`config.mk`:
```
export PLATFORM = sky130hd
export DESIGN_NAME = fc_control_gen
export DESIGN_NICKNAME = d
export VERILOG_FILES = /design/src/rtl/fc_gen_pkg.sv /design/src/rtl/fc_bank_mux.sv /design/src/rtl/fc_gen_param_check.sv /design/src/rtl/fc_control_gen.sv
export SDC_FILE = /design/constraint.sdc
export NUM_CORES = 1
export LEC_CHECK = 0
export BUFFER_PORTS_ARGS = -buffer_cell sky130_fd_sc_hd__buf_2
export CORE_UTILIZATION = 44
export CTS_BUF_LIST = sky130_fd_sc_hd__clkbuf_8 sky130_fd_sc_hd__clkbuf_16
export CTS_CLUSTER_SIZE = 28
export DETAILED_ROUTE_END_ITERATION = 10
export PLACE_DENSITY = 0.9
export SLEW_MARGIN = 20
export SYNTH_ARGS = -nofsm -noshare
export SYNTH_HDL_FRONTEND = slang
export SYNTH_HIERARCHICAL = 1
export SYNTH_SLANG_ARGS = --single-unit
```
`constraint.sdc`:
```
create_clock -name clock -period 3.9 [get_ports clock]
set_input_delay 0.195 -clock clock [delete_from_list [all_inputs] [get_ports clock]]
set_output_delay 0.195 -clock clock [all_outputs]
set_load 0.05 [all_outputs]
```
`src/rtl/fc_gen_pkg.sv`:
```
// Shared types and derived-constant helpers for the fully-connected layer control sequencer.
// Counter widths and the bank-select rule live here so the top and its checks agree.
package fc_gen_pkg;

  typedef enum logic [2:0] {
    ST_IDLE  = 3'd0,
    ST_PRIME = 3'd1,
    ST_RUN   = 3'd2,
    ST_DRAIN = 3'd3,
    ST_DONE  = 3'd4
  } fc_state_e;

  function automatic int steps_f(input int inneuron);
    return inneuron / 32'sd2;
  endfunction

  function automatic int seg_f(input int inneuron, input int pi);
    return (pi > 32'sd0) ? steps_f(inneuron) / pi : 32'sd1;
  endfunction

  function automatic int groups_f(input int outneuron, input int po);
    return (po > 32'sd0) ? outneuron / po : 32'sd1;
  endfunction

  // Width needed to hold values 0..n-1, never narrower than one bit
  function automatic int clog2c_f(input int n);
    return (n <= 32'sd2) ? 32'sd1 : $clog2(n);
  endfunction

  function automatic int cnt_w_f(input int inneuron);
    return clog2c_f(steps_f(inneuron));
  endfunction

  function automatic int grp_w_f(input int outneuron, input int po);
    return clog2c_f(groups_f(outneuron, po) + 32'sd1);
  endfunction

  function automatic int bank_sel_f(input int step, input int seg);
    return (seg > 32'sd0) ? step / seg : 32'sd0;
  endfunction

endpackage

```
`src/rtl/fc_bank_mux.sv`:
```
// PI-way operand select across concatenated M9K bank outputs.
// Output is forced to zero whenever en is low, so the MAC sees clean zeros outside RUN.
module fc_bank_mux #(
  parameter int DATA_W = 16,
  parameter int PI     = 4,
  parameter int SW     = 2
) (
  input  logic [DATA_W*PI-1:0] bank_all,
  input  logic [SW-1:0]        sel,
  input  logic                 en,
  output logic [DATA_W-1:0]    q
);

  // AND-OR select keeps the mux free of priority logic and out-of-range indexing
  always_comb begin
    q = {DATA_W{1'b0}};
    for (int p = 0; p < PI; p++) begin
      q = q | (bank_all[p*DATA_W +: DATA_W] & {DATA_W{en && (sel == SW'(p))}});
    end
  end

endmodule

```
`src/rtl/fc_gen_param_check.sv`:
```
// Elaboration-time legality checks for the fc_control_gen parameter set.
// Holds no logic; an illegal configuration stops elaboration with a message.
module fc_gen_param_check
  import fc_gen_pkg::*;
#(
  parameter int DATA_W    = 16,
  parameter int PI        = 4,
  parameter int PO        = 2,
  parameter int INNEURON  = 1024,
  parameter int OUTNEURON = 10,
  parameter int PRIME_LAT = 4,
  parameter int ACC_LAT   = 3
) ();

  if (DATA_W < 32'sd1) begin : g_bad_data_w
    $error("fc_control_gen: DATA_W must be at least 1");
  end
  if (PI < 32'sd1) begin : g_bad_pi
    $error("fc_control_gen: PI must be at least 1");
  end
  if (PO < 32'sd1) begin : g_bad_po
    $error("fc_control_gen: PO must be at least 1");
  end
  if ((INNEURON % 32'sd2) != 32'sd0) begin : g_bad_inneuron_odd
    $error("fc_control_gen: INNEURON must be even");
  end
  if ((PI >= 32'sd1) && ((steps_f(INNEURON) % PI) != 32'sd0)) begin : g_bad_seg
    $error("fc_control_gen: INNEURON/2 must be divisible by PI");
  end
  if (steps_f(INNEURON) < 32'sd2) begin : g_bad_steps
    $error("fc_control_gen: INNEURON/2 must be at least 2");
  end
  if ((PO >= 32'sd1) && (((OUTNEURON % PO) != 32'sd0) || (OUTNEURON < PO))) begin : g_bad_groups
    $error("fc_control_gen: OUTNEURON must be a non-zero multiple of PO");
  end
  if ((PRIME_LAT < 32'sd1) || (ACC_LAT < 32'sd1)) begin : g_bad_lat
    $error("fc_control_gen: PRIME_LAT and ACC_LAT must be at least 1");
  end

endmodule

```
`src/rtl/fc_control_gen.sv`:
```
// Start/busy/done control sequencer for one fully-connected layer pass:
// priming, per-group MAC stepping, accumulator drain and per-group result strobes.
module fc_control_gen
  import fc_gen_pkg::*;
#(
  parameter int DATA_W    = 16,
  parameter int PI        = 4,
  parameter int PO        = 2,
  parameter int INNEURON  = 1024,
  parameter int OUTNEURON = 10,
  parameter int PRIME_LAT = 4,
  parameter int ACC_LAT   = 3
) (
  input  logic                                clock,
  input  logic                                reset,
  input  logic                                start,
  output logic                                busy,
  output logic                                done,
  output logic                                addr_en,
  output logic                                rden,
  output logic                                mult_en,
  output logic                                accum_sload,
  output logic [cnt_w_f(INNEURON)-1:0]        count_sload,
  output logic [grp_w_f(OUTNEURON, PO)-1:0]   count_out,
  input  logic [DATA_W*PI-1:0]                in_q_a_all,
  input  logic [DATA_W*PI-1:0]                in_q_b_all,
  output logic [DATA_W-1:0]                   q_a_mux,
  output logic [DATA_W-1:0]                   q_b_mux,
  output logic                                acc_valid
);

  localparam int STEPS  = steps_f(INNEURON);
  localparam int SEG    = seg_f(INNEURON, PI);
  localparam int GROUPS = groups_f(OUTNEURON, PO);
  localparam int CW     = cnt_w_f(INNEURON);
  localparam int OW     = grp_w_f(OUTNEURON, PO);
  localparam int SW     = clog2c_f(PI);
  localparam int TW     = clog2c_f((PRIME_LAT > ACC_LAT) ? PRIME_LAT : ACC_LAT);

  localparam logic [CW-1:0] STEP_LAST  = CW'(STEPS - 32'sd1);
  localparam logic [OW-1:0] GRP_LAST   = OW'(GROUPS - 32'sd1);
  localparam logic [TW-1:0] PRIME_LAST = TW'(PRIME_LAT - 32'sd1);
  localparam logic [TW-1:0] DRAIN_LAST = TW'(ACC_LAT - 32'sd1);

  fc_gen_param_check #(
    .DATA_W(DATA_W), .PI(PI), .PO(PO), .INNEURON(INNEURON),
    .OUTNEURON(OUTNEURON), .PRIME_LAT(PRIME_LAT), .ACC_LAT(ACC_LAT)
  ) u_param_check ();

  fc_state_e        state_r, next_state_s;
  logic [TW-1:0]    tmr_r, tmr_n_s;
  logic [CW-1:0]    step_r, step_n_s;
  logic [OW-1:0]    grp_r, grp_n_s;
  logic [ACC_LAT-1:0] acc_pipe_r;
  logic             step_last_s, acc_push_s;
  logic             busy_r, done_r, addr_en_r, rden_r, mult_en_r, accum_sload_r;
  logic             busy_n_s, done_n_s, addr_en_n_s, rden_n_s, mult_en_n_s, accum_sload_n_s;
  logic [SW-1:0]    sel_s;
  logic             mux_en_s;

  assign step_last_s = (step_r == STEP_LAST);
  assign acc_push_s  = (state_r == ST_RUN) && step_last_s;

  // Next-state and step/group counter update
  always_comb begin
    next_state_s = state_r;
    step_n_s     = step_r;
    grp_n_s      = grp_r;
    case (state_r)
      ST_IDLE: begin
        if (start) begin
          next_state_s = ST_PRIME;
          step_n_s     = {CW{1'b0}};
          grp_n_s      = {OW{1'b0}};
        end else begin
          next_state_s = ST_IDLE;
        end
      end
      ST_PRIME: begin
        if (tmr_r == PRIME_LAST) begin
          next_state_s = ST_RUN;
        end else begin
          next_state_s = ST_PRIME;
        end
      end
      ST_RUN: begin
        if (step_last_s) begin
          step_n_s = {CW{1'b0}};
          grp_n_s  = grp_r + OW'(1'b1);
          if (grp_r == GRP_LAST) begin
            next_state_s = ST_DRAIN;
          end else begin
            next_state_s = ST_RUN;
          end
        end else begin
          step_n_s     = step_r + CW'(1'b1);
          next_state_s = ST_RUN;
        end
      end
      ST_DRAIN: begin
        if (tmr_r == DRAIN_LAST) begin
          next_state_s = ST_DONE;
        end else begin
          next_state_s = ST_DRAIN;
        end
      end
      ST_DONE:  next_state_s = ST_IDLE;
      default:  next_state_s = ST_IDLE;
    endcase
  end

  // Dwell timer for PRIME and DRAIN, restarted on every state change
  always_comb begin
    tmr_n_s = tmr_r;
    if (next_state_s != state_r) begin
      tmr_n_s = {TW{1'b0}};
    end else if ((state_r == ST_PRIME) || (state_r == ST_DRAIN)) begin
      tmr_n_s = tmr_r + TW'(1'b1);
    end else begin
      tmr_n_s = tmr_r;
    end
  end

  // Control outputs decoded from the next state so they can be registered
  always_comb begin
    addr_en_n_s     = 1'b0;
    rden_n_s        = 1'b0;
    mult_en_n_s     = 1'b0;
    accum_sload_n_s = 1'b0;
    done_n_s        = 1'b0;
    busy_n_s        = (next_state_s != ST_IDLE);
    case (next_state_s)
      ST_IDLE:  busy_n_s = 1'b0;
      ST_PRIME: begin
        addr_en_n_s = 1'b1;
        rden_n_s    = 1'b1;
      end
      ST_RUN: begin
        addr_en_n_s     = 1'b1;
        rden_n_s        = 1'b1;
        mult_en_n_s     = 1'b1;
        accum_sload_n_s = (step_n_s == {CW{1'b0}});
      end
      ST_DRAIN: mult_en_n_s = 1'b1;
      ST_DONE:  done_n_s    = 1'b1;
      default:  busy_n_s    = 1'b0;
    endcase
  end

  // State, counters, registered controls and the acc_valid delay line
  always_ff @(posedge clock or posedge reset) begin
    if (reset) begin
      state_r       <= ST_IDLE;
      tmr_r         <= {TW{1'b0}};
      step_r        <= {CW{1'b0}};
      grp_r         <= {OW{1'b0}};
      acc_pipe_r    <= {ACC_LAT{1'b0}};
      busy_r        <= 1'b0;
      done_r        <= 1'b0;
      addr_en_r     <= 1'b0;
      rden_r        <= 1'b0;
      mult_en_r     <= 1'b0;
      accum_sload_r <= 1'b0;
    end else begin
      state_r       <= next_state_s;
      tmr_r         <= tmr_n_s;
      step_r        <= step_n_s;
      grp_r         <= grp_n_s;
      acc_pipe_r    <= ACC_LAT'({acc_pipe_r, acc_push_s});
      busy_r        <= busy_n_s;
      done_r        <= done_n_s;
      addr_en_r     <= addr_en_n_s;
      rden_r        <= rden_n_s;
      mult_en_r     <= mult_en_n_s;
      accum_sload_r <= accum_sload_n_s;
    end
  end

  assign busy        = busy_r;
  assign done        = done_r;
  assign addr_en     = addr_en_r;
  assign rden        = rden_r;
  assign mult_en     = mult_en_r;
  assign accum_sload = accum_sload_r;
  assign count_sload = step_r;
  assign count_out   = grp_r;
  assign acc_valid   = acc_pipe_r[ACC_LAT-1];

  // Operand select depends only on registered state, keeping M9K-to-MAC path short
  assign sel_s    = SW'(bank_sel_f(int'(step_r), SEG));
  assign mux_en_s = (state_r == ST_RUN);

  fc_bank_mux #(.DATA_W(DATA_W), .PI(PI), .SW(SW)) u_mux_a (
    .bank_all(in_q_a_all), .sel(sel_s), .en(mux_en_s), .q(q_a_mux)
  );

  fc_bank_mux #(.DATA_W(DATA_W), .PI(PI), .SW(SW)) u_mux_b (
    .bank_all(in_q_b_all), .sel(sel_s), .en(mux_en_s), .q(q_b_mux)
  );

endmodule

```
Word level (Yosys, flattened, before mapping)
Cells that the tools add are included.
{ "word_totals": {"inputBits": 131, "output_inout_bits": 51, "reg_bits": 25} }
{ "classes": {"n_reduce_logical": 16, "n_addsub": 3, "n_eq_ne": 17, "n_mux": 19, "bitwise_logic": 14} }
{ "op_table": {"columns": ["operator", "count"], "rows": [
  ["$and A16 B16 Y16", 8],
  ["$or A16 B16 Y16", 6],
  ["$mux W9", 2],
  ["$pmux W9 S2", 1],
  ["$eq A3 B2 Y1 const B", 4],
  ["$mux W3", 4],
  ["$pmux W3 S4", 1],
  ["$add A9 B1 Y9 const B", 1],
  ["$eq A9 B9 Y1 const B", 1],
  ["$logic_not A9 Y1", 1],
  ["$eq A2 B2 Y1 const B", 4],
  ["$mux W1", 7],
  ["$eq A3 B1 Y1 const B", 2],
  ["$eq A3 B3 Y1 const B", 2],
  ["$mux W2", 3],
  ["$pmux W3 S2", 1],
  ["$logic_and A1 B1 Y1", 5],
  ["$ne A2 B2 Y1 const B", 2],
  ["$reduce_bool A2 Y1", 2],
  ["$reduce_or A2 Y1", 2],
  ["$reduce_or A4 Y1", 1],
  ["$add A3 B1 Y3 const B", 1],
  ["$logic_not A3 Y1", 1],
  ["$ne A3 B3 Y1", 1],
  ["other kinds (6)", 6]
]} }

Depth between registers and ports, before layout
Gate-level depths: netlist of run 1.
{ "logic_depth": {"depth_word": 7, "mapped_depth": 11, "ltp_nobuf": 9} }

Modules after synthesis
The synthesis of run 1 kept the hierarchy.
{ "by_module_without_submodules": {"columns": ["module", "cells_per_inst", "area_per_inst_um2", "n_inst", "seq_area_each_um2"], "rows": [
  ["fc_control_gen", 132, 1322.5, 1, 625.6],
  ["fc_bank_mux", 57, 524.3, 2, 0.0]
]} }

Worst setup path before layout of run 1
No wires, ideal clock.
{ "synth_path": {"path_type": "register to register", "from": "reg step_r[0] (netlist: count_sload[0])", "to": "reg accum_sload_r (netlist: accum_sload)", "path_stages_with_launch": 12, "setup_ns": 0.096, "required_ns": 3.804, "setup_slack_ns": 1.029, "arrival_time_ns": 2.776, "cell_sequence": "dfrtp_1 ha_1 nand2_1 nor3_1 ha_1 buf_2 or4b_1 buf_6 o221ai_1 a21o_1 a2111o_1 nor4_2"} }
{ "synth_between": {"elab_chain_cells": 5, "word_cells_on_any_way": 10, "cone_classes": "1 x add/sub; 2 x eq/ne; 6 x mux; 1 x reduce/logical"} }
{ "synth_rtl": {"columns": ["element", "line", "text"], "rows": [
  ["start, declared", "fc_control_gen.sv:52", "logic [CW-1:0] step_r, step_n_s;"],
  ["start signal, assigned", "fc_control_gen.sv:155", "step_r <= {CW{1'b0}};"],
  ["start signal, assigned", "fc_control_gen.sv:167", "step_r <= step_n_s;"],
  ["$add A9 B1 Y9 / $eq A9 B9 Y1 (equally long branches)", "fc_control_gen.sv:96, fc_control_gen.sv:61", null],
  ["$mux W9 *", "fc_control_gen.sv:87", "if (step_last_s) begin"],
  ["$pmux W9 S2 *", "fc_control_gen.sv:69", "case (state_r)"],
  ["via step_n_s[2]", "fc_control_gen.sv:52", null],
  ["$logic_not A9 Y1 *", "fc_control_gen.sv:142", "accum_sload_n_s = (step_n_s == {CW{1'b0}});"],
  ["$mux W1 *", "fc_control_gen.sv:132", "case (next_state_s)"],
  ["via accum_sload_n_s", "fc_control_gen.sv:57", "logic busy_n_s, done_n_s, addr_en_n_s, rden_n_s, mult_en_n_s, accum_sload_n_s;"],
  ["end signal, assigned", "fc_control_gen.sv:175", "accum_sload_r <= accum_sload_n_s;"],
  ["end, declared", "fc_control_gen.sv:56", "logic busy_r, done_r, addr_en_r, rden_r, mult_en_r, accum_sload_r;"]
]} }
Mark *: on every way through the listed nets, which the timed path passes. The rest lies on a longest branch.
A chain may end at the register's enable or synchronous reset.

Final worst setup path of run 1
{ "layout_path": {"from": "reg state_r[1]", "to": "out q_a_mux[3]"} }
{ "layout_between": {"elab_chain_cells": 6, "word_cells_on_any_way": 12, "cone_classes": "1 x eq/ne; 7 x bitwise; 4 x reduce/logical"} }
{ "layout_rtl": {"columns": ["element", "line", "text"], "rows": [
  ["start, declared", "fc_control_gen.sv:50", "fc_state_e state_r, next_state_s;"],
  ["start signal, assigned", "fc_control_gen.sv:165", "state_r <= next_state_s;"],
  ["$eq A3 B2 Y1 *", "fc_control_gen.sv:191", "assign mux_en_s = (state_r == ST_RUN);"],
  ["via mux_en_s", "fc_control_gen.sv:59", "logic mux_en_s;"],
  ["$logic_and A1 B1 Y1", "fc_bank_mux.sv:18", "q = q | (bank_all[p*DATA_W +: DATA_W] & {DATA_W{en && (sel == SW'(p))}});"],
  ["$and A16 B16 Y16", "fc_bank_mux.sv:18", null],
  ["$or A16 B16 Y16 (2 in series)", "fc_bank_mux.sv:18", null],
  ["$or A16 B16 Y16 *", "fc_bank_mux.sv:18", null],
  ["end, declared", "fc_control_gen.sv:27", "output logic [DATA_W-1:0] q_a_mux,"]
]} }
Marked as above.

==> impl_results.md, run 1 <==
* CORE AREA at 5140 um^2
* Main combinational cell family by area after synthesis: multiplexers
* CP startpoint kind: flop
* Pins Over Slew Limit at 0
* Layout cells sized above 1 at 0.463
* Initial antenna violation count at 0
* Leak pwr at 1.46 nW
* Clock sink total at 25
* Vias per std cell at between 5 and 6
* Cell taking the most area after synthesis: mux2i_1
* Post-synthesis sequential area ratio at 0.264
* RSZ-0062 raised after global routing: no
* Status: complete, no violations
* Area delta synth->final at 34.6%
* CTS tree: done
* Pin count of the biggest net entering global routing at 70
* Number of I/O pins at ~180
* Commonest non-fill, non-tap cell in the layout: buf_2
* Clk Tree Root Cell: clkbuf_8
* Synth warnings at 6
* Starting Density at 0.461
* Filler cell count at ~450
* Htree depth at 1
* Arr. time, crit path at 2.80 ns
* Final ANT Viol Nets at 0
* Most frequent cells in the layout: buf_2 (181), mux2i_1 (66), o22ai_1 (33)
* Clk pin slew, worst setup/hold paths at 0.09 ns
* Fin crit period at 2.99 ns
* Die Area at between 5000 and 6000 um^2
* Crit-path cells: nor3b_1 -> nand2b_1 -> o22ai_1 -> buf_2
* Simple-gate share of the synthesized area at 0.133
* Clk_lat worst skew at around 0.27 ns
* Sequential cell area at 629 um^2
* Synth Area in Compound Gates at 0.182
* Remaining Overflow, GRT at 0
* CP bufs+invs at 1
* DRC at 0
* Pre-CTS WS at 1.03 ns
* DR pass1 iterations at 4
* Ys flop type: dfrtp_1
* I/O Buffers at about 180
* Final period utilization at 0.767
* Die X at approximately 75 um
* Crit-path max cell delay at roughly 0.7 ns
* Site Rows at 26
* Synth Area in XOR/XNOR at 0
* Routed wire length at 7.90 mm
* WS Path Type: reg2out
* Library cells used by synthesis at 47
* Hold Vio Cnt, Final at 0
* Post-synthesis register bit count at 25
* Worst path required time at 3.70 ns
* Worst slew pin tran at 1.09 ns
* CP Capture Type: output port
* First-pass GRT wire length at 11.2 mm
* Post-synthesis mux area share at 0.279
* # resized after CTS at 0
* Number of synthesized flops with an enable pin at 0
* Synth Net Count at about 380
* Total of max-cap violations at 0
* Die Y at 75.4 um
* CTS Buf Count at 3
* Clock skew at 0.00598 ns
* Global placer's final weighted congestion at approximately 0.95
* Layout net count at 549
* Synth Area per Inst at roughly 9.6 um^2
* Initial DRC count at 116
* Achievable Freq at 334 MHz
* Relative slew slack at 0.273
* Total GRT Usage at 0.260
* Number of global-route vias before repair at 2,311
* Worst path slowest cell: dfrtp_1
* Vias after detailed routing at 2,630
* Crit path max-delay family: simple AND/OR/NAND/NOR gates
* Final Util at 0.621
* Setup TNS at 0 ns
* Worst Hold Class: in2async
* VDD IR-drop max at 0.000159 V
* DP Wirelength at 6.20 mm
* Dominant cells by area after synthesis: mux2i_1 (28%), dfrtp_1 (26%), o22ai_1 (8.7%)
* Asr flop ratio synth at 1.00
* Wire per inst at 16.5 um
* CP max FO at 20
* Setup bufs post-CTS at 0
* Adder and majority gate portion of the synthesized area at 0.0369
* CTS max path bufs at 2
* Fin worst setup slack at 0.910 ns
* Mapped cell area at approximately 2400 um^2
* Hold buffer count at cts at 0
* Final setup fails at 0
* Share of the synthesized area in the top cell type at 0.279
* Diode count at 0
* Pwr Density at approximately 190 nW/um^2
* Syn Inst Count at 246
* Multi-input logic area at approximately 1500 um^2
## area by class of cell
type                       count  area share
timing repair buffer         182       0.286
tap                           70      0.0274
multi-input combinational    194       0.468
clock buffer                   3      0.0129
sequential                    25       0.197
inverter                       5     0.00588
clock inverter                 1     0.00235
## synth_stat cells (2+ instances only)
master and count:
o22ai_1 33, nand4_1 2, buf_2 5, dfrtp_1 25
nand2_1 16, buf_8 2, nor2_1 6, nand2b_1 6
buf_12 4, o21ai_1 3, a21oi_1 7, nor3b_1 4
a22o_1 5, clkbuf_1 3, nor3_1 3, inv_1 5
mux2i_1 66, o221ai_1 2, nand3_1 4, ha_1 7
buf_6 7, and2_1 2, o21ai_0 5
## where the power goes
part | internal [W] | total [W] | switching (W) | leakage [nW]
Combinational | 0.0000747 | 0.000187 | 0.000112 | 1.14
Clock | 0.0000724 | 0.000157 | 0.0000848 | 0.0217
Sequential | 0.000259 | 0.000259 | 0 | 0.302
## path summary, 6_finish.rpt
kind,start,end,slack (ns),cells after the start
min,reset,count_out[2],0.11,2
min in group clock,start,busy,0.31,3
min reg2reg,acc_pipe_r[1],acc_pipe_r[2],0.36,0
max,state_r[1],q_a_mux[3],0.91,4
max in group asynchronous,reset,count_sload[7],3.13,2
max reg2reg,count_sload[0],accum_sload,0.95,9
## layer usage
layer	global-route usage	vias to the layer above	share of wire
met2	0.434	130	0.48
met3	0.0410	7	0.097
met5	0	-	0
li1	-	1270	-
met1	0.357	1223	0.42
met4	0.0576	0	0.0091
## state kept, by name (all words and copies together), names as in the netlist
name / count
acc_pipe_r: 3
accum_sload: 1
busy: 1
count_out: 3
count_sload: 9
done: 1
mult_en: 1
rden: 1
state_r: 3
tmr_r: 2
## stage by stage
stage	std cells	total power, W	hold WS [ns]	area [um^2]
after floorplan	246	0.000360	0.222	2370
after global placement	476	0.000446	0.345	3140
after detailed placement	476	0.000449	0.337	3140
after CTS	480	0.000604	0.141	3190
after global routing	480	0.000630	0.195	3190
final	480	0.000603	0.110	3190
## cells by family (layout without fill, tap and decap cells)
logic type	after synthesis	after routing
compound gates	65	65
fa+ha+maj	7	7
buf+inv	27	191
flops	25	25
mux	66	66
simple gates	56	56
Note: power is estimated with default switching activity, not from simulation.
==> inputs of run 2 (changes only) <==
--- a/config.mk
+++ b/config.mk
@@ -6,11 +6,11 @@
 export NUM_CORES = 1
 export LEC_CHECK = 0
 export BUFFER_PORTS_ARGS = -buffer_cell sky130_fd_sc_hd__buf_2
-export CORE_UTILIZATION = 44
+export CORE_UTILIZATION = 37
 export CTS_BUF_LIST = sky130_fd_sc_hd__clkbuf_8 sky130_fd_sc_hd__clkbuf_16
 export CTS_CLUSTER_SIZE = 28
 export DETAILED_ROUTE_END_ITERATION = 10
-export PLACE_DENSITY = 0.9
+export PLACE_DENSITY = 0.81
 export SLEW_MARGIN = 20
 export SYNTH_ARGS = -nofsm -noshare
 export SYNTH_HDL_FRONTEND = slang
==> constraint.sdc (replaced) <==
create_clock -name clock -period 2.6 [get_ports clock]
set_input_delay 0.13 -clock clock [delete_from_list [all_inputs] [get_ports clock]]
set_output_delay 0.13 -clock clock [all_outputs]
set_load 0.05 [all_outputs]
==> run 2 against run 1 <==
  * Sequential share of layout area fell by 0.39 points
  * Setup slack got worse by 0.87 ns
  * Total power rose by 50%
  * Critical endpoint is now q_b_mux[5]
  * Largest power group unchanged
==> impl_results.md, run 2 (synthesis gave the netlist of run 1 again) <==
* Layout cells sized above 1 at 0.494
* Final Instance Area at roughly 3300 um^2
* RSZ-0062 raised after global routing: no
* Setup TNS at 0 ns
* FF-to-FF End: accum_sload
* Total GRT Usage at 0.222
* Vias per std cell at 5.41
* Commonest non-fill, non-tap cell in the layout: buf_2
* Initial antenna violation count at 0
* CP Capture Type: output port
* CTS tree: done
* R2r setup slk at 0.17 ns
* Die X at 82.1 um
* Global placer's final weighted congestion at ~0.88
* Post-place instance area at between 3000 and 4000 um^2
* CTS Buf Count at 3
* Site Rows at 28
* Final period utilization at 0.985
* Clk pin slew, worst setup/hold paths at ~0.09 ns
* R2r worst-path depth at 9
* Clk Tree Root Cell: clkbuf_8
* Worst path required time at 2.47 ns
* WS Path Type: reg2out
* Fin crit period at 2.56 ns
* Filler cell count at 554
* Starting Density at 0.391
* Clock sink total at 25
* Hold buffer count at cts at 0
* Relative slew slack at 0.295
* DR pass1 iterations at 4
* Die Area at 6730 um^2
* Routed wire length at between 8 and 9 mm
* CTS max path bufs at 2
* Max reg flops at 9
* Arr. time, crit path at about 2.4 ns
* Pwr Density at between 200 and 300 nW/um^2
* Pins Over Slew Limit at 0
* Crit path launch: count_sload[7]
* Achievable Freq at 390 MHz
* Worst Hold Class: in2async
* Final ANT Viol Nets at 0
* R2R Path Start: count_sload[0]
* I/O Buffers at 181
* Clock skew at 0.00483 ns
* Final setup fails at 0
* DRC at 0
* Number of global-route vias before repair at 2,312
* Die Y at 82.1 um
* Area delta synth->final at 38.4%
* Pin count of the biggest net entering global routing at 70
* CP startpoint kind: flop
* Diode count at 0
* Most frequent cells in the layout: buf_2 (181), mux2i_1 (66), o22ai_1 (33)
* Layout net count at 556
* VDD IR-drop max at 0.000254 V
* Status: complete, no violations
* Total of max-cap violations at 0
* Initial DRC count at 200
* Vias after detailed routing at 2,661
* Clk_lat worst skew at around 0.28 ns
* Hold Vio Cnt, Final at 0
* DP Wirelength at 6.23 mm
* Worst slew pin tran at 1.06 ns
* CP max FO at 69
* CORE AREA at 6060 um^2
* Wire per inst at 16.5 um
* Leak pwr at roughly 1.5 nW
* Htree depth at 1
* Remaining Overflow, GRT at 0
* First-pass GRT wire length at 11.4 mm
* Number of I/O pins at 182
[run 2: repair_timing]
| action | 4_1_cts | 5_1_grt |
|---|---|---|
| gates resized for setup | 0 | 3 |
| buffers inserted | 0 | 1 |
| setup endpoints to repair | 0 | 2 |
[run 2: how the worst max path moves through the flow]
| stage | end |
|---|---|
| after global routing | q_b_mux[8] |
| after detailed placement | accum_sload |
| after global placement | accum_sload |
| after floorplan | accum_sload |
| final | q_b_mux[5] |
| after CTS | accum_sload |
[run 2: layer usage]
metal / wire length, um / part of all wire / track usage
met1: 3370 / 0.42 / 0.287
met2: 4020 / 0.50 / 0.386
met3: 670 / 0.083 / 0.0311
met4: 50 / 0.0062 / 0.0579
met5: 0 / 0 / 0
[run 2: per-stage QoR]
stage                      util  setup WS, ns  power [W]  instances  hold slack, ns
after floorplan               -       0.00209   0.000540        246           0.157
after global placement    0.531         0.235   0.000670        487           0.336
after detailed placement  0.531         0.157   0.000673        487           0.345
after CTS                 0.539        0.0931   0.000908        491          0.0701
after global routing      0.541       0.00137   0.000942        492           0.134
final                     0.541        0.0389   0.000904        492          0.0483
[run 2: report_power, final]
group	total [W]	switching (W)	internal, W
clock network	0.000238	0.000129	0.000109
logic	0.000278	0.000166	0.000112
registers	0.000388	0	0.000388
[run 2: critical path, stage by stage, from the launching register on]
cell and delay (ns):
dfrtp_4 0.41, buf_4 0.76, mux2i_1 0.24, o22ai_1 0.32, buf_2 0.33
[run 2: layout make-up]
| class | count | area (um^2) | share of cell area |
|---|---|---|---|
| Multi-Input combinational cell | 194 | 1520 | 0.463 |
| Timing Repair Buffer | 189 | 966 | 0.294 |
| Sequential cell | 25 | 634 | 0.193 |
| Tap cell | 75 | 93.8 | 0.0286 |
| Clock buffer | 3 | 41.3 | 0.0126 |
| Inverter | 5 | 18.8 | 0.00572 |
| Clock inverter | 1 | 7.51 | 0.00229 |
==> inputs of run 3 (changes only) <==
--- a/config.mk
+++ b/config.mk
@@ -5,12 +5,13 @@
 export SDC_FILE = /design/constraint.sdc
 export NUM_CORES = 1
 export LEC_CHECK = 0
+export ABC_AREA = 1
 export BUFFER_PORTS_ARGS = -buffer_cell sky130_fd_sc_hd__buf_2
-export CORE_UTILIZATION = 37
+export CORE_UTILIZATION = 40
 export CTS_BUF_LIST = sky130_fd_sc_hd__clkbuf_8 sky130_fd_sc_hd__clkbuf_16
 export CTS_CLUSTER_SIZE = 28
 export DETAILED_ROUTE_END_ITERATION = 10
-export PLACE_DENSITY = 0.81
+export PLACE_DENSITY = 0.82
 export SLEW_MARGIN = 20
 export SYNTH_ARGS = -nofsm -noshare
 export SYNTH_HDL_FRONTEND = slang
==> run 3 against run 2 <==
  * Total power is 2.9% higher
  * Sequential cell count stayed put
  * Global-route usage is 0.67 points higher
  * Largest cell class unchanged
==> impl_results.md, run 3 <==
* Pre-CTS WS at between 0.4 and 0.5 ns
* R2r worst-path depth at 14
* Htree depth at 1
* Worst path required time at 2.47 ns
* Leak pwr at 2.44 nW
* Arr. time, crit path at 2.24 ns
* Global placer's final weighted congestion at 0.908
* Post-synthesis sequential area ratio at 0.216
* Area delta synth->final at 32.9%
* R2R Path Start: count_sload[0]
* Met1 usage at 0.264
* Cell taking the most area after synthesis: dfrtp_1
* Final ANT Viol Nets at 0
* Commonest non-fill, non-tap cell in the layout: buf_2
* Clock sink total at 25
* Post-synthesis register bit count at 25
* DR pass1 iterations at 5
* Starting Density at 0.420
* Setup TNS at 0 ns
* Pwr Density at 242 nW/um^2
* Synth warnings at 6
* Fin crit period at ~2.4 ns
* Layout net count at 816
* Number of I/O pins at 182
* FF-to-FF End: accum_sload
* Total GRT Usage at 0.229
* Clk_lat worst skew at 0.28 ns
* Synth Area per Inst at between 5 and 6 um^2
* Clock skew at 0.00177 ns
* Placed cells at 769
* Library cells used by synthesis at 28
* Final period utilization at 0.911
* Die Y at 87.1 um
* Clk pin slew, worst setup/hold paths at ~0.090 ns
* Layout cells sized above 1 at 0.321
* M2 GR Usage at 0.432
* Synth Net Count at 646
* DRC at 0
* Global routing's busiest layer: met2
* Syn Inst Count at 508
* Max reg flops at 9
* CTS tree: done
* Clk Tree Root Cell: clkbuf_8
* Wire per inst at 11.8 um
* Most frequent cells in the layout: buf_2 (181), nor2_1 (117), inv_1 (110)
* Status: complete, no violations
* VDD IR-drop max at ~0.00034 V
* Diode count at 0
* End point of the critical path: q_a_mux[12]
* Vias after detailed routing at 3,708
* RSZ-0062 raised after global routing: no
* Count leader, synth: nor2_1
* Vias per std cell at ~4.8
* Initial antenna violation count at 0
* DP Wirelength at 7.25 mm
* Fin worst setup slack at 0.232 ns
* Total of max-cap violations at 0
* CP startpoint kind: flop
* CORE AREA at 6910 um^2
* Crit path launch: state_r[0]
* CTS Buf Count at 3
* GR met3 Demand/Resource at 0.0303
* Routed wire length at 9.10 mm
* Asr flop ratio synth at 1.00
* R2r setup slk at roughly 0.35 ns
* Initial DRC count at 130
* Number of global-route vias before repair at 3,408
* Worst slew pin tran at 0.900 ns
* Dominant cells by area after synthesis: dfrtp_1 (22%), nor2_1 (15%), inv_1 (14%)
* Final Non-Filler Cells at between 700 and 800
* Remaining Overflow, GRT at 0
* Achievable Freq at 422 MHz
* CTS max path bufs at 2
* WS Path Type: reg2out
* I/O Buffers at ~180
* Final setup fails at 0
* CP Capture Type: output port
* Die Area at 7590 um^2
* Mapped cell area at 2900 um^2
* CP max FO at 21
* Most frequent cells after synthesis: nor2_1 (117), inv_1 (111), nand2_1 (85), nand3_1 (51), nand4_1 (33)
* Number of synthesized flops with an enable pin at 0
* First-pass GRT wire length at 14.2 mm
* Ys flop type: dfrtp_1
* Pins Over Slew Limit at 0
* Worst Hold Class: in2async
* Share of the synthesized area in the top cell type at 0.216
* Relative slew slack at 0.399
* Die X at 87.1 um
* Hold Vio Cnt, Final at 0
* Site Rows at 30
* Pin count of the biggest net entering global routing at 26
run 3: changes by cell type after synthesis, moves of 33 or more:
cell     previous run  this run
nor2_1              6       117
inv_1               5       111
nand2_1            16        85
mux2i_1            66         0
nand3_1             4        51
o22ai_1            33         0
run 3: cells by family (layout without fill, tap and decap cells):
kind of cell             count (synthesis)  after routing  synth area share
adder cells (fa/ha/maj)                  7              7            0.0302
AO/OA/AOI/OAI                           12             12            0.0229
XOR/XNOR                                 2              2           0.00605
AND/OR/NAND/NOR                        310            310             0.498
flip-flops                              25             25             0.216
buffers and inverters                  152            321             0.227
run 3: how the worst min path moves through the flow:
stage	start	end	slack, ns	cells past startpoint
2_1_floorplan	reset	acc_pipe_r[0]	0.16	1
3_3_place_gp	acc_pipe_r[0]	acc_pipe_r[1]	0.34	0
3_5_place_dp	acc_pipe_r[1]	acc_pipe_r[2]	0.34	0
4_1_cts	reset	rden	0.07	2
5_1_grt	reset	acc_pipe_r[2]	0.14	2
6_report	reset	rden	0.03	2
run 3: per-stage QoR:
stage	power (W)	hold slack (ns)	utilization	area (um^2)
5_1_grt	0.000970	0.136	0.558	3850
3_3_place_gp	0.000686	0.337	0.550	3800
6_report	0.000930	0.0275	0.558	3850
2_1_floorplan	0.000558	0.157	-	2900
4_1_cts	0.000932	0.0661	0.557	3850
3_5_place_dp	0.000690	0.344	0.550	3800
run 3: layout make-up:
class / instances / area [um^2]
multi-input cells: 331 / 1610
well taps: 96 / 120
clock buffers: 3 / 41.3
inverters: 131 / 498
clock inverters: 1 / 7.51
fillers: 712 / 3060
flip-flops and latches: 25 / 627
repair buffers: 186 / 943
run 3: per-layer routing:
layer	up-vias	wire (um)
met4	0	222
li1	1865	-
met3	25	686
met2	166	4520
met5	-	0
met1	1652	3670
run 3: worst max-delay path: stages (launching register included):
cell and delay, ns:
dfrtp_1 0.46, nor2_4 0.22, nand2_2 0.14, inv_4 0.25
buf_4 0.29, nand4_1 0.12, nand2_1 0.10, clkinv_1 0.06
nand2_1 0.05, buf_2 0.25
run 3: what timing repair did:
action	CTS	global route
hold buffers	0	0
setup endpoints to repair	0	19
buffers inserted	0	0
resized for setup	0	2
run 3: where the power goes:
part	total (W)	leakage (nW)	switching [W]	internal [W]
sequential	0.000388	0.302	0	0.000388
combinational	0.000293	2.12	0.000180	0.000113
clock	0.000248	0.0217	0.000139	0.000109
